**config.mk**
```make
export PLATFORM = sky130hd
export DESIGN_NAME = pipe_shift_flat
export DESIGN_NICKNAME = d
export VERILOG_FILES = /design/src/rtl/pipe_shift_pkg.sv /design/src/rtl/pipe_shift_if.sv /design/src/rtl/pipe_shift_shift_stage.sv /design/src/rtl/pipe_shift.sv /design/src/flat_wrapper.sv
export SDC_FILE = /design/constraint.sdc
export NUM_CORES = 1
export LEC_CHECK = 0
export CAP_MARGIN = 40
export CORE_UTILIZATION = 40
export CTS_BUF_LIST = sky130_fd_sc_hd__clkbuf_8
export CTS_CLUSTER_SIZE = 25
export DETAILED_ROUTE_END_ITERATION = 6
export PLACE_DENSITY_LB_ADDON = 0.3
export SYNTH_ARGS = -nofsm -noshare
export SYNTH_HDL_FRONTEND = slang
export SYNTH_HIERARCHICAL = 1
export SYNTH_SLANG_ARGS = --single-unit
```
**constraint.sdc**
```tcl
create_clock -name clk -period 4.4 [get_ports clk]
set_input_delay 1.32 -clock clk [delete_from_list [all_inputs] [get_ports clk]]
set_output_delay 1.32 -clock clk [all_outputs]
set_load 0.005 [all_outputs]
```
**src/rtl/pipe_shift_pkg.sv**
```systemverilog
// Shared types, mode encodings and level-split helper for the pipelined shifter.
package pipe_shift_pkg;

    typedef logic [1:0] mode_t;

    localparam mode_t MODE_LSR = 2'b00;
    localparam mode_t MODE_LSL = 2'b01;
    localparam mode_t MODE_ASR = 2'b10;
    localparam mode_t MODE_ROR = 2'b11;

    // First log level owned by a stage: ceil(stage*shamt_w/stages).
    // Calling it with stage+1 gives that stage's exclusive upper bound.
    function automatic int level_lo(input int stage, input int shamt_w, input int stages);
        return (stage * shamt_w + stages - 1) / stages;
    endfunction

endpackage

```
**src/rtl/pipe_shift_if.sv**
```systemverilog
// Valid/ready word bus of the shifter: operand side in, result side out.
interface pipe_shift_if
    import pipe_shift_pkg::*;
#(
    parameter int WIDTH = 32
);
    localparam int SHAMT_W = $clog2(WIDTH);

    logic               in_valid;
    logic               in_ready;
    logic [WIDTH-1:0]   data_in;
    mode_t              mode;
    logic [SHAMT_W-1:0] shift_amount;
    logic               out_valid;
    logic               out_ready;
    logic [WIDTH-1:0]   data_out;
    logic               sticky;

    // Producer of operands and consumer of results.
    modport master (
        output in_valid, data_in, mode, shift_amount, out_ready,
        input  in_ready, out_valid, data_out, sticky
    );

    // The shifter itself.
    modport slave (
        input  in_valid, data_in, mode, shift_amount, out_ready,
        output in_ready, out_valid, data_out, sticky
    );
endinterface

```
**src/rtl/pipe_shift_shift_stage.sv**
```systemverilog
// One pipeline stage of the log shifter: levels LO..HI-1 followed by a register.
module shift_stage
    import pipe_shift_pkg::*;
#(
    parameter int WIDTH   = 32,
    parameter int SHAMT_W = 5,
    parameter int LO      = 0,
    parameter int HI      = 1
) (
    input  logic               clk,
    input  logic               rst,
    input  logic               up_valid,
    output logic               up_ready,
    input  logic [WIDTH-1:0]   up_data,
    input  mode_t              up_mode,
    input  logic [SHAMT_W-1:0] up_shamt,
    input  logic               up_sticky,
    output logic               dn_valid,
    input  logic               dn_ready,
    output logic [WIDTH-1:0]   dn_data,
    output mode_t              dn_mode,
    output logic [SHAMT_W-1:0] dn_shamt,
    output logic               dn_sticky
);

    logic [WIDTH-1:0] data_c;
    logic             sticky_c;

    // Mask of the 2^k bits that a right shift at level k pushes off the LSB end.
    function automatic logic [WIDTH-1:0] low_mask(input int k);
        return (WIDTH'(1) << (1 << k)) - WIDTH'(1);
    endfunction

    // A stage may take a new word when it is empty or its word is leaving;
    // an empty stage always loads, so bubbles collapse.
    assign up_ready = !dn_valid || dn_ready;

    // Apply this stage's share of the log levels; sticky only gathers
    // bits lost off the right end for the non-wrapping right shifts.
    always_comb begin
        data_c   = up_data;
        sticky_c = up_sticky;
        for (int k = LO; k < HI; k++) begin
            if (up_shamt[k]) begin
                case (up_mode)
                    MODE_LSR: begin
                        sticky_c = sticky_c | (|(data_c & low_mask(k)));
                        data_c   = data_c >> (1 << k);
                    end
                    MODE_LSL: begin
                        data_c = data_c << (1 << k);
                    end
                    MODE_ASR: begin
                        // The MSB is preserved by every earlier ASR level, so it
                        // still equals the operand's sign bit here.
                        sticky_c = sticky_c | (|(data_c & low_mask(k)));
                        data_c   = WIDTH'($signed(data_c) >>> (1 << k));
                    end
                    default: begin
                        data_c = (data_c >> (1 << k)) | (data_c << (WIDTH - (1 << k)));
                    end
                endcase
            end
        end
    end

    // Occupancy flag: cleared at once by reset so in-flight words vanish.
    always_ff @(posedge clk or posedge rst) begin
        if (rst) begin
            dn_valid <= 1'b0;
        end else if (up_ready) begin
            dn_valid <= up_valid;
        end
    end

    // ---- stage register: word, mode, shift bits and partial sticky travel together ----
    always_ff @(posedge clk) begin
        if (up_ready && up_valid) begin
            dn_data   <= data_c;
            dn_mode   <= up_mode;
            dn_shamt  <= up_shamt;
            dn_sticky <= sticky_c;
        end
    end

endmodule

```
**src/rtl/pipe_shift.sv**
```systemverilog
// Pipelined logarithmic barrel shifter (LSR/LSL/ASR/ROR) with sticky output.
module pipe_shift
    import pipe_shift_pkg::*;
#(
    parameter int WIDTH  = 32,
    parameter int STAGES = 2
) (
    input  logic         clk,
    input  logic         rst,
    pipe_shift_if.slave  bus
);
    localparam int SHAMT_W = $clog2(WIDTH);

    logic               valid_s  [STAGES+1];
    logic               ready_s  [STAGES+1];
    logic [WIDTH-1:0]   data_s   [STAGES+1];
    mode_t              mode_s   [STAGES+1];
    logic [SHAMT_W-1:0] shamt_s  [STAGES+1];
    logic               sticky_s [STAGES+1];
    logic               unused_tail;

    assign valid_s[0]      = bus.in_valid;
    assign data_s[0]       = bus.data_in;
    assign mode_s[0]       = bus.mode;
    assign shamt_s[0]      = bus.shift_amount;
    assign sticky_s[0]     = 1'b0;
    assign bus.in_ready    = ready_s[0];
    assign ready_s[STAGES] = bus.out_ready;
    assign bus.out_valid   = valid_s[STAGES];

    // The result is forced to zero while no word is present, which also
    // gives zero outputs in reset without resetting the data registers.
    assign bus.data_out = valid_s[STAGES] ? data_s[STAGES] : '0;
    assign bus.sticky   = valid_s[STAGES] & sticky_s[STAGES];

    // Mode and shift bits are spent once the last level has been applied.
    assign unused_tail = ^{mode_s[STAGES], shamt_s[STAGES]};

    for (genvar i = 0; i < STAGES; i++) begin : g_stage
        shift_stage #(
            .WIDTH   (WIDTH),
            .SHAMT_W (SHAMT_W),
            .LO      (level_lo(i, SHAMT_W, STAGES)),
            .HI      (level_lo(i + 1, SHAMT_W, STAGES))
        ) u_stage (
            .clk       (clk),
            .rst       (rst),
            .up_valid  (valid_s[i]),
            .up_ready  (ready_s[i]),
            .up_data   (data_s[i]),
            .up_mode   (mode_s[i]),
            .up_shamt  (shamt_s[i]),
            .up_sticky (sticky_s[i]),
            .dn_valid  (valid_s[i+1]),
            .dn_ready  (ready_s[i+1]),
            .dn_data   (data_s[i+1]),
            .dn_mode   (mode_s[i+1]),
            .dn_shamt  (shamt_s[i+1]),
            .dn_sticky (sticky_s[i+1])
        );
    end

endmodule
```
**src/flat_wrapper.sv**
```systemverilog
// flat-port wrapper written by rule: the top's interface ports become plain ports
module pipe_shift_flat import pipe_shift_pkg::*;
#(
    parameter int WIDTH  = 32,
    parameter int STAGES = 2
)
  (clk, rst, bus_in_valid, bus_data_in, bus_mode, bus_shift_amount, bus_out_ready, bus_in_ready, bus_out_valid, bus_data_out, bus_sticky);
  pipe_shift_if #(.WIDTH(WIDTH)) bus_i ();
  input  logic clk;
  input  logic rst;
  input wire logic [$bits(bus_i.in_valid)-1:0] bus_in_valid;
  input wire logic [$bits(bus_i.data_in)-1:0] bus_data_in;
  input wire logic [$bits(bus_i.mode)-1:0] bus_mode;
  input wire logic [$bits(bus_i.shift_amount)-1:0] bus_shift_amount;
  input wire logic [$bits(bus_i.out_ready)-1:0] bus_out_ready;
  output wire logic [$bits(bus_i.in_ready)-1:0] bus_in_ready;
  output wire logic [$bits(bus_i.out_valid)-1:0] bus_out_valid;
  output wire logic [$bits(bus_i.data_out)-1:0] bus_data_out;
  output wire logic [$bits(bus_i.sticky)-1:0] bus_sticky;
  assign bus_i.in_valid = bus_in_valid;
  assign bus_i.data_in = bus_data_in;
  assign bus_i.mode = bus_mode;
  assign bus_i.shift_amount = bus_shift_amount;
  assign bus_i.out_ready = bus_out_ready;
  assign bus_in_ready = bus_i.in_ready;
  assign bus_out_valid = bus_i.out_valid;
  assign bus_data_out = bus_i.data_out;
  assign bus_sticky = bus_i.sticky;
  pipe_shift #(.WIDTH(WIDTH), .STAGES(STAGES)) u_core (.clk(clk), .rst(rst), .bus(bus_i));
endmodule
```
# After elaboration in Yosys (flattened, before gate mapping)
# Index checks and enable logic that the tools add are counted.
# word_totals
ram_bits	0
elab_cells	57
regBits	75
latchBits	0
mem_count	0
romBits	0
# classes
n_mux	21
add_sub_neg	0
eq_ne	4
n_lt_le_gt_ge	0
shift	0
bitwise_logic	10
reduce_logical	14
multipliers	0
div	0
# op_table
cell	count
one-hot mux 32 bit (3 select lines)	5
2-to-1 mux 32 bit	6
OR 16 x 32 -> 32 bit	1
OR 24 x 32 -> 32 bit	1
OR 28 x 32 -> 32 bit	1
OR 30 x 32 -> 32 bit	1
OR 31 x 32 -> 32 bit	1
OR reduction 16 bit	1
2-to-1 mux 1 bit	10
OR reduction 8 bit	1
OR reduction 2 bit	3
equality test 2 x 1 -> 1 bit, second input constant	2
equality test 2 bit, second input constant	2
logical NOT 2 bit	2
OR 1 bit	4
OR reduction 4 bit	1
logical AND 1 bit	2
logical NOT 1 bit	2
logical OR 1 bit	2
AND 1 bit	1

# Depth between registers and ports, before layout
# depth
depth_word	10
ltp_mapped	10

# Cells and area by module
# The synthesis kept the hierarchy.
# by_module_without_submodules
mod	cells_per_inst	area_each_um2	n_inst
shift_stage at u_core.g_stage[0].u_stage	471	3938.8	1
shift_stage at u_core.g_stage[1].u_stage	273	2476.1	1
pipe_shift	37	266.5	1

# Worst setup path before layout
# Ideal clock, no wire load.
# synth_path
path_kind	in2reg
from	input bus_out_ready
to	register u_core.g_stage[0].u_stage.dn_data[0], enable pin
n_path_buf	0
required_time_ns	3.999
slack_ns	1.423
t_arrival_ns	2.576
stages	3
cell_sequence	nand2b_1 -> nand2b_1 -> and2_1
# synth_between
elab_chain_cells	3
# synth_lines
element	line_no	rtl
start, declared	flat_wrapper.sv:15	input wire logic [$bits(bus_i.out_ready)-1:0] bus_out_ready;
logical OR 1 bit (2 in a row)	pipe_shift_shift_stage.sv:36	assign up_ready = !dn_valid || dn_ready;
via bus_in_ready	flat_wrapper.sv:16	output wire logic [$bits(bus_i.in_ready)-1:0] bus_in_ready;
logical AND 1 bit	pipe_shift_shift_stage.sv:78	if (up_ready && up_valid) begin
end signal, assigned	pipe_shift_shift_stage.sv:79	dn_data <= data_c;
end, declared	pipe_shift_shift_stage.sv:20	output logic [WIDTH-1:0] dn_data,
# The timed path passes the listed nets, and every way through them passes these cells.
# A chain may end at the register's enable or synchronous reset.

==> results summary <==
The number of port buffers came out at between 70 and 80. The initial antenna violation count is 0. The final weighted congestion in routability-driven placement is around 0.96. On the worst path, the slowest cell contributes a delay of about 0.51 ns. The post-cts hold buffer count is 0. The critical path buffer and inverter count came out at 2.

The first-pass detailed-route iteration total is 7. In this run the worst hold path is classified as flip-flop to flip-flop. The clock latency of the later-clocked register in the worst-skew pair is roughly 0.36 ns. The maximum achievable frequency came out at around 260 MHz. For the worst setup path, the data required time is a little over 3 ns.

The number of buffers created by CTS is 9. The tool flagged a number of max-cap violations equal to 0. The origin of the worst min-delay path is u_core/g_stage[0].u_stage/dn_valid. The post-detailed-route count of antenna-violating nets is 0. 0 antenna diodes ended up in the layout. The worst relative slew slack is 0.414. The number of top-level design ports came out at 78. The cell count of the worst hold path came out at 1. Total power for the finished layout comes to a little over 2 mW. In the synthesized netlist, the number of instances is just under 800.

The TritonCTS clock tree is done. The setup-violating endpoint count in the final report is 0. In this run the static leakage power is 2.63 nW. The initial utilization of the core area, before any placement, comes to 0.415.

The startpoint type of the worst setup path is an input port. The total wire length is around 20000 um. After detailed routing, the number of vias per cell comes to 6.25.

The final count of pins violating max slew was 0. By startpoint and endpoint, the worst setup path is classified as input port to output pin. The growth of design area from synthesis to finish came out at 16.4%. Grouping stages by cell kind, the critical path spends the most delay in buffers and inverters. The net count of the mapped netlist came out at approximately 800.

The register-to-register path setup slack is 1.52 ns. The post-CTS resize count is 0. The critical path capture point type is an output pin. The peak supply drop is roughly 0.11 mV. The total number of nets in the final design is between 800 and 900. Across every metal layer, demand over resource in global routing totals 0.243. The final core utilization is 0.483. The part of the cycle the worst path needs is 0.884.

The slew at the pin closest to its max-slew limit came out at 0.878 ns. The die covers ~16000 um2. The routed layout has ~6400 vias.

Dividing the detail-routed wire length by the instance count gives approximately 19 um. The worst register-to-register path begins at u_core/g_stage[0].u_stage/dn_mode[1]. Walking the worst path, the cells encountered are clkdlybuf4s50_1, nand2b_1, nand2b_1, clkdlybuf4s50_1. The count of yosys warnings during synthesis is 6. Measured in cells, the most critical reg-to-reg path has a length of 6. The flow ran to the end, and the final reports show no timing, DRC or antenna violations. The cell sitting at the root of the clock tree is a sky130_fd_sc_hd__clkbuf_8.

The power per unit of standard cell area came out at about 280 nW/um2. The fraction of layout cells with a size suffix above 1 is 0.109. The number of global-route vias before repair came out at about 5700.

On the final layout, the worst clock skew is between 0.008 and 0.009 ns. The detailed-placement wirelength estimate came out at 14300 um. The global-route congestion overflow total came out at 0. The filler cells instantiated in the layout total 1508. The number of cell rows came out at between 40 and 50. In this run the critical register-to-register path is captured at u_core/g_stage[1].u_stage/dn_sticky.

The final standard cell area without fillers came out at between 7000 and 8000 um2. After clock tree synthesis, the clock-pin slew on the worst setup and hold paths is roughly 0.070 ns. Once the clock tree was built, the setup fixing pass inserted 0 buffers. The hold violation total from the final report is 0. Setup total negative slack on the finished layout was measured at 0 ns.

The final routed DRC violation total came out at 0. The largest driver fanout on the critical path came out at 3. Subtracting the final worst setup slack from the clock period gives just under 4 ns. The width of the die came out at between 100 and 150 um. The first global-routing pass estimated ~31000 um of wire.

The cell with the largest stage delay on the worst path is sky130_fd_sc_hd__clkdlybuf4s50_1. For the worst setup path, the data arrival time is 2.57 ns. Entering global routing, the biggest net connects between 90 and 100 pins. The sink count of the clock tree is between 70 and 80. The mean instance size in the synthesized netlist came out at between 8 and 9 um2. The mapped cell area is about 6400 um2. The H-tree was split into 3 levels. The worst hold path terminates at u_core/g_stage[1].u_stage/dn_valid. The area of the core is between 15000 and 20000 um2. The post-place instance area came out at between 7000 and 8000 um2. Setup repair after global routing left no endpoint under its margin. The vertical extent of the die came out at roughly 130 um.

The maximum count of clock buffers along a single path came out at 2. After the first detailed-routing iteration, the DRC count stood at roughly 810.
where the power goes:
| part | switching [mW] | total [mW] | internal (mW) |
|---|---|---|---|
| clock network | 0.240 | 0.495 | 0.255 |
| registers | 0.0509 | 0.895 | 0.844 |
| logic | 0.373 | 0.667 | 0.294 |
placed cells by master, fill, tap and decap left out, drive strengths merged, types with 4 or more instances in the layout:
cell	n
and3	4
nor2	75
nor2b	12
and3b	11
buf	24
a311oi	18
a311o	4
a31oi	31
o2bb2ai	5
inv	20
o22ai	17
nand2	109
a211oi	37
o211ai	9
mux4	9
nor3	18
a21oi	48
nand3	6
clkdlybuf4s50	75
o21ai	51
clkbuf	9
a2bb2oi	5
o21a	7
a221oi	8
mux2i	15
clkinv	6
edfxtp	70
and2	36
nand2b	8
o221ai	8
worst max-delay path by stage:
stage | start | endpoint | slack (ns) | cells after the start
final | bus_out_ready | bus_in_ready | 0.51 | 4
after CTS | bus_out_ready | bus_in_ready | 0.50 | 4
after global routing | bus_out_ready | bus_in_ready | 0.43 | 4
after detailed placement | bus_mode[0] | u_core/g_stage[0].u_stage/dn_data[25] | 0.51 | 8
after global placement | bus_mode[0] | u_core/g_stage[0].u_stage/dn_data[25] | 0.51 | 8
after floorplan | bus_out_ready | bus_in_ready | 1.45 | 2
cell type report:
| cell class | count | area (um2) | area share |
|---|---|---|---|
| clock buffers | 9 | 124 | 0.0167 |
| clock inverters | 7 | 62.6 | 0.00843 |
| inverters | 21 | 78.8 | 0.0106 |
| multi-input cells | 607 | 3790 | 0.511 |
| flip-flops and latches | 72 | 2150 | 0.290 |
| well taps | 211 | 264 | 0.0356 |
| repair buffers | 99 | 951 | 0.128 |
flip-flops by register name, indices dropped and copies added, names as in the netlist:
signal / cells
u_core/g_stage.u_stage/dn_data: 64
u_core/g_stage.u_stage/dn_shamt: 2
u_core/g_stage.u_stage/dn_valid: 2
u_core/g_stage.u_stage/dn_mode: 2
u_core/g_stage.u_stage/dn_sticky: 2
stage by stage:
step,setup slack (ns),hold WS [ns],cells
final,0.510,0.494,1026
after CTS,0.505,0.499,1026
after global routing,0.428,0.535,1026
after floorplan,1.45,0.450,771
after detailed placement,0.510,0.478,1010
after global placement,0.506,0.476,1010
metal layers:
| layer | share of wire | global-route usage | up-vias |
|---|---|---|---|
| li1 | - | - | 3016 |
| met1 | 0.43 | 0.330 | 2991 |
| met2 | 0.46 | 0.379 | 356 |
| met3 | 0.076 | 0.0380 | 51 |
| met4 | 0.037 | 0.114 | 0 |
| met5 | 0 | 0 | - |
(Power assumes the default switching activity.)
